**src/rtl/cdc_hs_tx_if.sv**
```systemverilog
// Handshake bundle for the source end of a toggle req/ack clock crossing.
// Carries the payload valid/ready port, the held payload and req toward the
// far domain, the asynchronous ack back, and the done/err status outputs.
// The slave modport is the transmitter; the master modport is its user.
interface cdc_hs_tx_if #(
    parameter int DATA_WIDTH = 8
);
    logic                  valid_i;
    logic                  ready_o;
    logic [DATA_WIDTH-1:0] dat_i;
    logic [DATA_WIDTH-1:0] dat_o;
    logic                  req_o;
    logic                  ack_i;
    logic                  done_o;
    logic                  err_o;

    modport slave (
        input  valid_i,
        input  dat_i,
        input  ack_i,
        output ready_o,
        output dat_o,
        output req_o,
        output done_o,
        output err_o
    );

    modport master (
        output valid_i,
        output dat_i,
        output ack_i,
        input  ready_o,
        input  dat_o,
        input  req_o,
        input  done_o,
        input  err_o
    );
endinterface

```
**src/rtl/cdc_hs_tx.sv**
```systemverilog
// Source end of a two-phase (toggle) req/ack CDC handshake; dat_o is held while req_o toggles.
// Latency: accept -> req_o/dat_o 1 cycle; ack_i toggle -> done_o STAGE cycles (+0..1 sampling).
// Backpressure: ready_o is low from accept until the cycle done_o pulses (back-to-back allowed).
//
// Ports: clk_i/rst_i (sync, active-high reset) plus interface hs (slave modport):
//   valid_i/ready_o/dat_i  payload input port
//   dat_o/req_o            registered payload and toggle request toward the far domain
//   ack_i                  toggle ack from the far domain (asynchronous, synchronized here)
//   done_o                 1-cycle completion pulse
//   err_o                  sticky ack timeout flag
// Optional feature: define CDC_HS_TX_TIMEOUT_EN to build the WAIT_ACK timeout
// counter; without it err_o is constant 0 and TIMEOUT is unused.
module cdc_hs_tx #(
    parameter int STAGE      = 2,
    parameter int DATA_WIDTH = 8,
    parameter int TIMEOUT    = 1024
) (
    input  logic       clk_i,
    input  logic       rst_i,
    cdc_hs_tx_if.slave hs
);
    localparam logic [0:0] ST_IDLE     = 1'b0;
    localparam logic [0:0] ST_WAIT_ACK = 1'b1;

    logic [0:0]            r_state;
    logic [DATA_WIDTH-1:0] r_dat;
    logic                  r_req;
    logic                  r_done;
    logic [STAGE-1:0]      r_ack_sync;
    logic                  w_ack_s;
    logic                  w_accept;

    assign w_ack_s    = r_ack_sync[STAGE-1];
    assign hs.ready_o = (r_state == ST_IDLE) & ~rst_i;
    assign w_accept   = hs.valid_i & hs.ready_o;

    assign hs.dat_o  = r_dat;
    assign hs.req_o  = r_req;
    assign hs.done_o = r_done;

    // ack_i synchronizer; the last stage is the only one the FSM looks at.
    always_ff @(posedge clk_i) begin
        if (rst_i) begin
            r_ack_sync <= '0;
        end else begin
            r_ack_sync <= {r_ack_sync[STAGE-2:0], hs.ack_i};
        end
    end

    // Completion is judged by phase equality rather than edge detection, so a
    // transfer finishes whenever the synchronized ack has caught up with req,
    // and an ack that moves while IDLE has no effect.
    always_ff @(posedge clk_i) begin
        if (rst_i) begin
            r_state <= ST_IDLE;
            r_dat   <= '0;
            r_req   <= 1'b0;
            r_done  <= 1'b0;
        end else begin
            r_done <= 1'b0;
            case (r_state)
                ST_IDLE: begin
                    if (w_accept) begin
                        r_dat   <= hs.dat_i;
                        r_req   <= ~r_req;
                        r_state <= ST_WAIT_ACK;
                    end
                end
                ST_WAIT_ACK: begin
                    if (w_ack_s == r_req) begin
                        r_state <= ST_IDLE;
                        r_done  <= 1'b1;
                    end
                end
                default: r_state <= ST_IDLE;
            endcase
        end
    end

`ifdef CDC_HS_TX_TIMEOUT_EN
    localparam int CW = $clog2(TIMEOUT + 1);

    logic [CW-1:0] r_cnt;
    logic          r_err;

    // Counts WAIT_ACK cycles since the accept; err_o rises on the edge the
    // count reaches TIMEOUT. The transfer itself is left running.
    always_ff @(posedge clk_i) begin
        if (rst_i) begin
            r_cnt <= '0;
            r_err <= 1'b0;
        end else if (r_state == ST_IDLE) begin
            if (w_accept) begin
                r_cnt <= '0;
            end
        end else begin
            if (r_cnt != CW'(TIMEOUT)) begin
                r_cnt <= r_cnt + 1'b1;
            end
            if (r_cnt == CW'(TIMEOUT - 1)) begin
                r_err <= 1'b1;
            end
        end
    end

    assign hs.err_o = r_err;
`else
    logic w_unused_timeout;

    assign w_unused_timeout = (TIMEOUT > 0);
    assign hs.err_o         = 1'b0;
`endif
endmodule

```
**src/flat_wrapper.sv**
```systemverilog
// flat-port wrapper written by rule: the top's interface ports become plain ports
module cdc_hs_tx_flat 
#(
    parameter int STAGE      = 2,
    parameter int DATA_WIDTH = 8,
    parameter int TIMEOUT    = 1024
)
  (clk_i, rst_i, hs_valid_i, hs_dat_i, hs_ack_i, hs_ready_o, hs_dat_o, hs_req_o, hs_done_o, hs_err_o);
  cdc_hs_tx_if #(.DATA_WIDTH(DATA_WIDTH)) hs_i ();
  input  logic clk_i;
  input  logic rst_i;
  input wire logic [$bits(hs_i.valid_i)-1:0] hs_valid_i;
  input wire logic [$bits(hs_i.dat_i)-1:0] hs_dat_i;
  input wire logic [$bits(hs_i.ack_i)-1:0] hs_ack_i;
  output wire logic [$bits(hs_i.ready_o)-1:0] hs_ready_o;
  output wire logic [$bits(hs_i.dat_o)-1:0] hs_dat_o;
  output wire logic [$bits(hs_i.req_o)-1:0] hs_req_o;
  output wire logic [$bits(hs_i.done_o)-1:0] hs_done_o;
  output wire logic [$bits(hs_i.err_o)-1:0] hs_err_o;
  assign hs_i.valid_i = hs_valid_i;
  assign hs_i.dat_i = hs_dat_i;
  assign hs_i.ack_i = hs_ack_i;
  assign hs_ready_o = hs_i.ready_o;
  assign hs_dat_o = hs_i.dat_o;
  assign hs_req_o = hs_i.req_o;
  assign hs_done_o = hs_i.done_o;
  assign hs_err_o = hs_i.err_o;
  cdc_hs_tx #(.STAGE(STAGE), .DATA_WIDTH(DATA_WIDTH), .TIMEOUT(TIMEOUT)) u_core (.clk_i(clk_i), .rst_i(rst_i), .hs(hs_i));
endmodule
```
**config.mk**
```make
export PLATFORM = sky130hd
export DESIGN_NAME = cdc_hs_tx_flat
export DESIGN_NICKNAME = d
export VERILOG_FILES = /design/src/rtl/cdc_hs_tx_if.sv /design/src/rtl/cdc_hs_tx.sv /design/src/flat_wrapper.sv
export SDC_FILE = /design/constraint.sdc
export NUM_CORES = 1
export LEC_CHECK = 0
export ABC_AREA = 0
export BUFFER_PORTS_ARGS = -buffer_cell sky130_fd_sc_hd__buf_2
export CAP_MARGIN = 15
export CELL_PAD_IN_SITES_DETAIL_PLACEMENT = 0
export CELL_PAD_IN_SITES_GLOBAL_PLACEMENT = 1
export CORE_MARGIN = 2
export CORE_UTILIZATION = 30
export DETAILED_ROUTE_END_ITERATION = 8
export HOLD_SLACK_MARGIN = 0.06
export PLACE_DENSITY = 0.82
export REMOVE_ABC_BUFFERS = 1
export SETUP_SLACK_MARGIN = 0.1
export SLEW_MARGIN = 0
export SYNTH_ARGS = -nofsm -noshare
export SYNTH_HDL_FRONTEND = slang
export SYNTH_SLANG_ARGS = --single-unit
```
**constraint.sdc**
```tcl
create_clock -name clk_i -period 1.2 [get_ports clk_i]
set_input_delay 0.12 -clock clk_i [delete_from_list [all_inputs] [get_ports clk_i]]
set_output_delay 0.12 -clock clk_i [all_outputs]
set_load 0.02 [all_outputs]
```
* Word-level counts from Yosys, hierarchy flattened
Cells that the tools add are included.
Widths: inputs -> output; s select.
** Operators by class
- Muxes and demuxes :: 4
- Eq/ne operators :: 1
- Bitwise operators :: 5
- Reductions and logical operators :: 2
** Operator list (count)
- $mux 1 :: 3
- $not 1->1 :: 3
- $and 1x1->1 :: 2
- $pmux 1 s2 :: 1
- $reduce_and 2->1 :: 1
- $reduce_or 2->1 :: 1
- $eq 1x1->1 :: 1
** Storage, ports and cells
- Input port bits :: 12
- Flip-flop bits (word level) :: 13
- Word-level logic and storage cells :: 17
- Output and inout bits :: 12

* Longest topological paths before layout
- Depth after elaboration :: 5
- Mapped depth :: 4
- Gate-level depth less buffers :: 3

* Worst setup path before layout
OpenSTA, ideal clock, no wires.
- Path type :: register to register
- From :: register u_core.r_req (netlist: u_core.hs.req_o)
- To :: register u_core.r_state
- Library setup time :: 0.122 ns
- Data arrival time :: 0.762 ns
- Slack :: 0.315 ns
- Buffers on the path :: 0
- Required time :: 1.078 ns
- Cell stages (with the launch flop) :: 4
- Cell sequence :: dfxtp_1 > xor2_1 > a21oi_1 > nor2_1
** On the way
- Word-level cells in the longest chain between the ends :: 3
** Ends and longest elaborated chain
- start, declared :: line cdc_hs_tx.sv:27 : logic r_req;
- start signal, assigned :: line cdc_hs_tx.sv:65 : r_req <= ~r_req;
- $eq 1x1->1 :: line cdc_hs_tx.sv:70 : if (w_ack_s == r_req) begin
- $mux 1 :: line cdc_hs_tx.sv:70
- $pmux 1 s2 :: line cdc_hs_tx.sv:61 : case (r_state)
- end signal, assigned :: line cdc_hs_tx.sv:66 : r_state <= ST_WAIT_ACK;
- end signal, assigned :: line cdc_hs_tx.sv:71 : r_state <= ST_IDLE;
- end signal, assigned :: line cdc_hs_tx.sv:75 : default: r_state <= ST_IDLE;
- end, declared :: line cdc_hs_tx.sv:25 : logic [0:0] r_state;
No other way between the ends.
A chain may end at the register's enable or synchronous reset.

* Worst setup path in the final report
- From :: register u_core.r_state
- To :: output port hs_ready_o
** On the way
- Word-level cells in the longest chain between the ends :: 2
** Ends and longest elaborated chain
- start signal, assigned :: line cdc_hs_tx.sv:55 : r_state <= ST_IDLE;
- start signal, assigned :: line cdc_hs_tx.sv:66
- start signal, assigned :: line cdc_hs_tx.sv:71
- $not 1->1 :: line cdc_hs_tx.sv:34 : assign hs.ready_o = (r_state == ST_IDLE) & ~rst_i;
- $and 1x1->1 :: line cdc_hs_tx.sv:34
- end, declared :: line flat_wrapper.sv:15 : output wire logic [$bits(hs_i.ready_o)-1:0] hs_ready_o;
No other way between the ends.

==> impl_metrics.ini <==
[outcome]
outcome = finished clean

[min_path]
hp-class = in -> reg

[layout]
nets = 92
nFillCells = 161
n_antenna_cell = 0
stdcell_count = 95
final_layout_size_suffix_gt1_share_pct = 48.1
fin_area_um2 = 654
layout_commonest_cell = buf_2
final_cell_mix = buf_2, nand2_1, dfxtp_1
syn_to_final_growth_pct = 33.4
fin_util_pct = 42.9

[power]
clkPwrFrac_pct = 29.9
combinationalPowerShare_pct = 18.0
p_leak_nw = 0.304
swShare_pct = 27.9
p_per_area_mw_per_mm2 = 1390
p_seq_share_pct = 52.1
p_int_uw = 657
peakVddDrop_mv = 0.572
p_sw_uw = 255
power.total_uw = 912

[setup_path]
critical_path_class = reg -> out
r2r_end = u_core.hs.req_o
setup.worst_path.end = hs_ready_o
startpoint = u_core.r_state
critPathArrivalTime_ps = 880
r2r_slack_ps = 240
r2r_start = u_core.r_state
crit_path_end_kind = output port
cp.required_ps = 1080
worstRegToRegCells = 4
critPathMaxFanout = 5
cp-start-kind = register

[synth]
synth_warnings = 0
synth-simple-area-share_pct = 21.7
yosys-mux-area-fraction_pct = 0
synth-xor-area-share_pct = 3.57
synth_cells = 53
seq_area_frac_synth_pct = 53.1
synth.distinct_cells = 14
synth-seq-cells = 13
syn-cell-area_um2 = 490
synthAdderAreaFrac_pct = 0
synth_compound_area_share_pct = 15.3
synth_top_family_by_area = simple AND/OR/NAND/NOR gates
syn_avg_cell_area_um2 = 9.25

[grt]
overflow = 0
grt_max_degree = 10
grt_pass1_wl_mm = 1.53
track_usage_pct = 10.9
grt_pass1_vias = 375
antenna_found_initial = 0

[die]
fp.coreArea_mm2 = 0.00152
ios = 24
row_count = 14
die_h_um = 44.4
die_w_um = 44.4
start_util_pct = 32.2
fp.dieArea_mm2 = 0.00197

[timing]
setup_slack_ps = 200
finalHoldViolCount = 0
tns_ps = 0
fin_worst_hold_slack_ps = 81.7
finalClockSkew_ps = 0.624
fin_crit_sh_pct = 83.3
max_freq_ghz = 1.00
maxSlewViolCount = 0
rsz0062_at_grt = false
finalSetupViolCount = 0
fin_crit_ps = 1000

[place]
placed_cell_area_um2 = 616
dp_slack_ps = 235
hpwlAfterDp_um = 687
post-place-cells = 90
io_buffers = 22
gp_congestion = 0.649

[detailed_routing]
vias = 418
initialDrtViolationCount = 3
viasPerCell = 4.40
wl_per_cell_um = 9.72
drt-total-wl_um = 923
antenna_left = 0
drc_errors = 0
drt_pass1_iterations = 4

[clock_tree]
clk_pin_slew_ps = 80
numCtsBuffers = 3
clk_latency_ps = 270
root_buffer = clkbuf_4
cts_tree = built
clock_path_buffers = 2
cts.sinks = 13
cts_setup_buffers = 0
h-tree-depth = 1

[job]
maxCapViolations = 0
power groups by stage:
stage | logic (mW) | registers, mW | clock network, mW
global route | 0.181 | 0.479 | 0.302
CTS | 0.165 | 0.475 | 0.281
finish | 0.164 | 0.475 | 0.272
floorplan | 0.0648 | 0.512 | 0
global placement | 0.161 | 0.485 | 0
detailed placement | 0.162 | 0.485 | 0
flip-flops by register name (all words and copies together) (netlist names):
name,flops
u_core.r_state,1
u_core.r_ack_sync,2
u_core.hs.done_o,1
u_core.hs.dat_o,8
u_core.hs.req_o,1
worst min path at each step:
stage / startpoint / to / slack (ps) / depth (start not counted)
floorplan: rst_i / u_core.hs.dat_o[0] / 180 / 1
global placement: hs_ack_i / u_core.r_ack_sync[0] / 330 / 2
detailed placement: hs_ack_i / u_core.r_ack_sync[0] / 330 / 2
CTS: hs_dat_i[5] / u_core.hs.dat_o[5] / 70 / 3
global route: hs_dat_i[7] / u_core.hs.dat_o[7] / 80 / 3
finish: hs_dat_i[5] / u_core.hs.dat_o[5] / 80 / 3
cell usage after synthesis:
| cell type | instances | share of area, % |
|---|---|---|
| a21oi_1 | 1 | 1.0 |
| a21oi_2 | 8 | 14 |
| buf_2 | 1 | 1.0 |
| buf_4 | 3 | 4.6 |
| conb_1 | 1 | 0.76 |
| dfxtp_1 | 13 | 53 |
| nand2_1 | 16 | 12 |
| nand2b_1 | 1 | 1.3 |
| nor2_1 | 2 | 1.5 |
| nor2_2 | 1 | 1.3 |
| nor2b_1 | 3 | 3.8 |
| nor3b_1 | 1 | 1.5 |
| xnor2_1 | 1 | 1.8 |
| xor2_1 | 1 | 1.8 |
repair_timing:
action / 4_1_cts / 5_1_grt
endpoints found under the setup margin: 0 / 1
hold buffers: 1 / 0
hold endpoints to repair: 1 / 0
resized for setup: 0 / 1
worst max-delay path, cell delays in order, from the launching register on:
cell and delay, ps:
dfxtp_1 340, nor2_1 100, buf_2 160
per-layer routing:
layer | GRT usage, % | wire length (um)
met1 | 15.1 | 447
met2 | 13.5 | 355
met3 | 4.49 | 102
met4 | 7.27 | 18
met5 | 0 | 0
logic make-up (layout without fill, tap and decap cells):
family / after synthesis / after routing
xor gates and xnor gates: 2 / 2
other: 1 / 1
and+or+nand+nor: 24 / 24
buffers and inverters: 4 / 30
DFF: 13 / 13
AOI/OAI and AO/OA: 9 / 9
area by class of cell:
cell class | count | area, um^2 | share of cell area (%)
well taps | 16 | 20.0 | 3.06
clock buffers | 4 | 26.3 | 4.02
repair buffers | 26 | 143 | 21.8
multi-input cells | 36 | 205 | 31.4
flip-flops and latches | 13 | 260 | 39.8
Note: power is estimated with default switching activity, not from simulation.
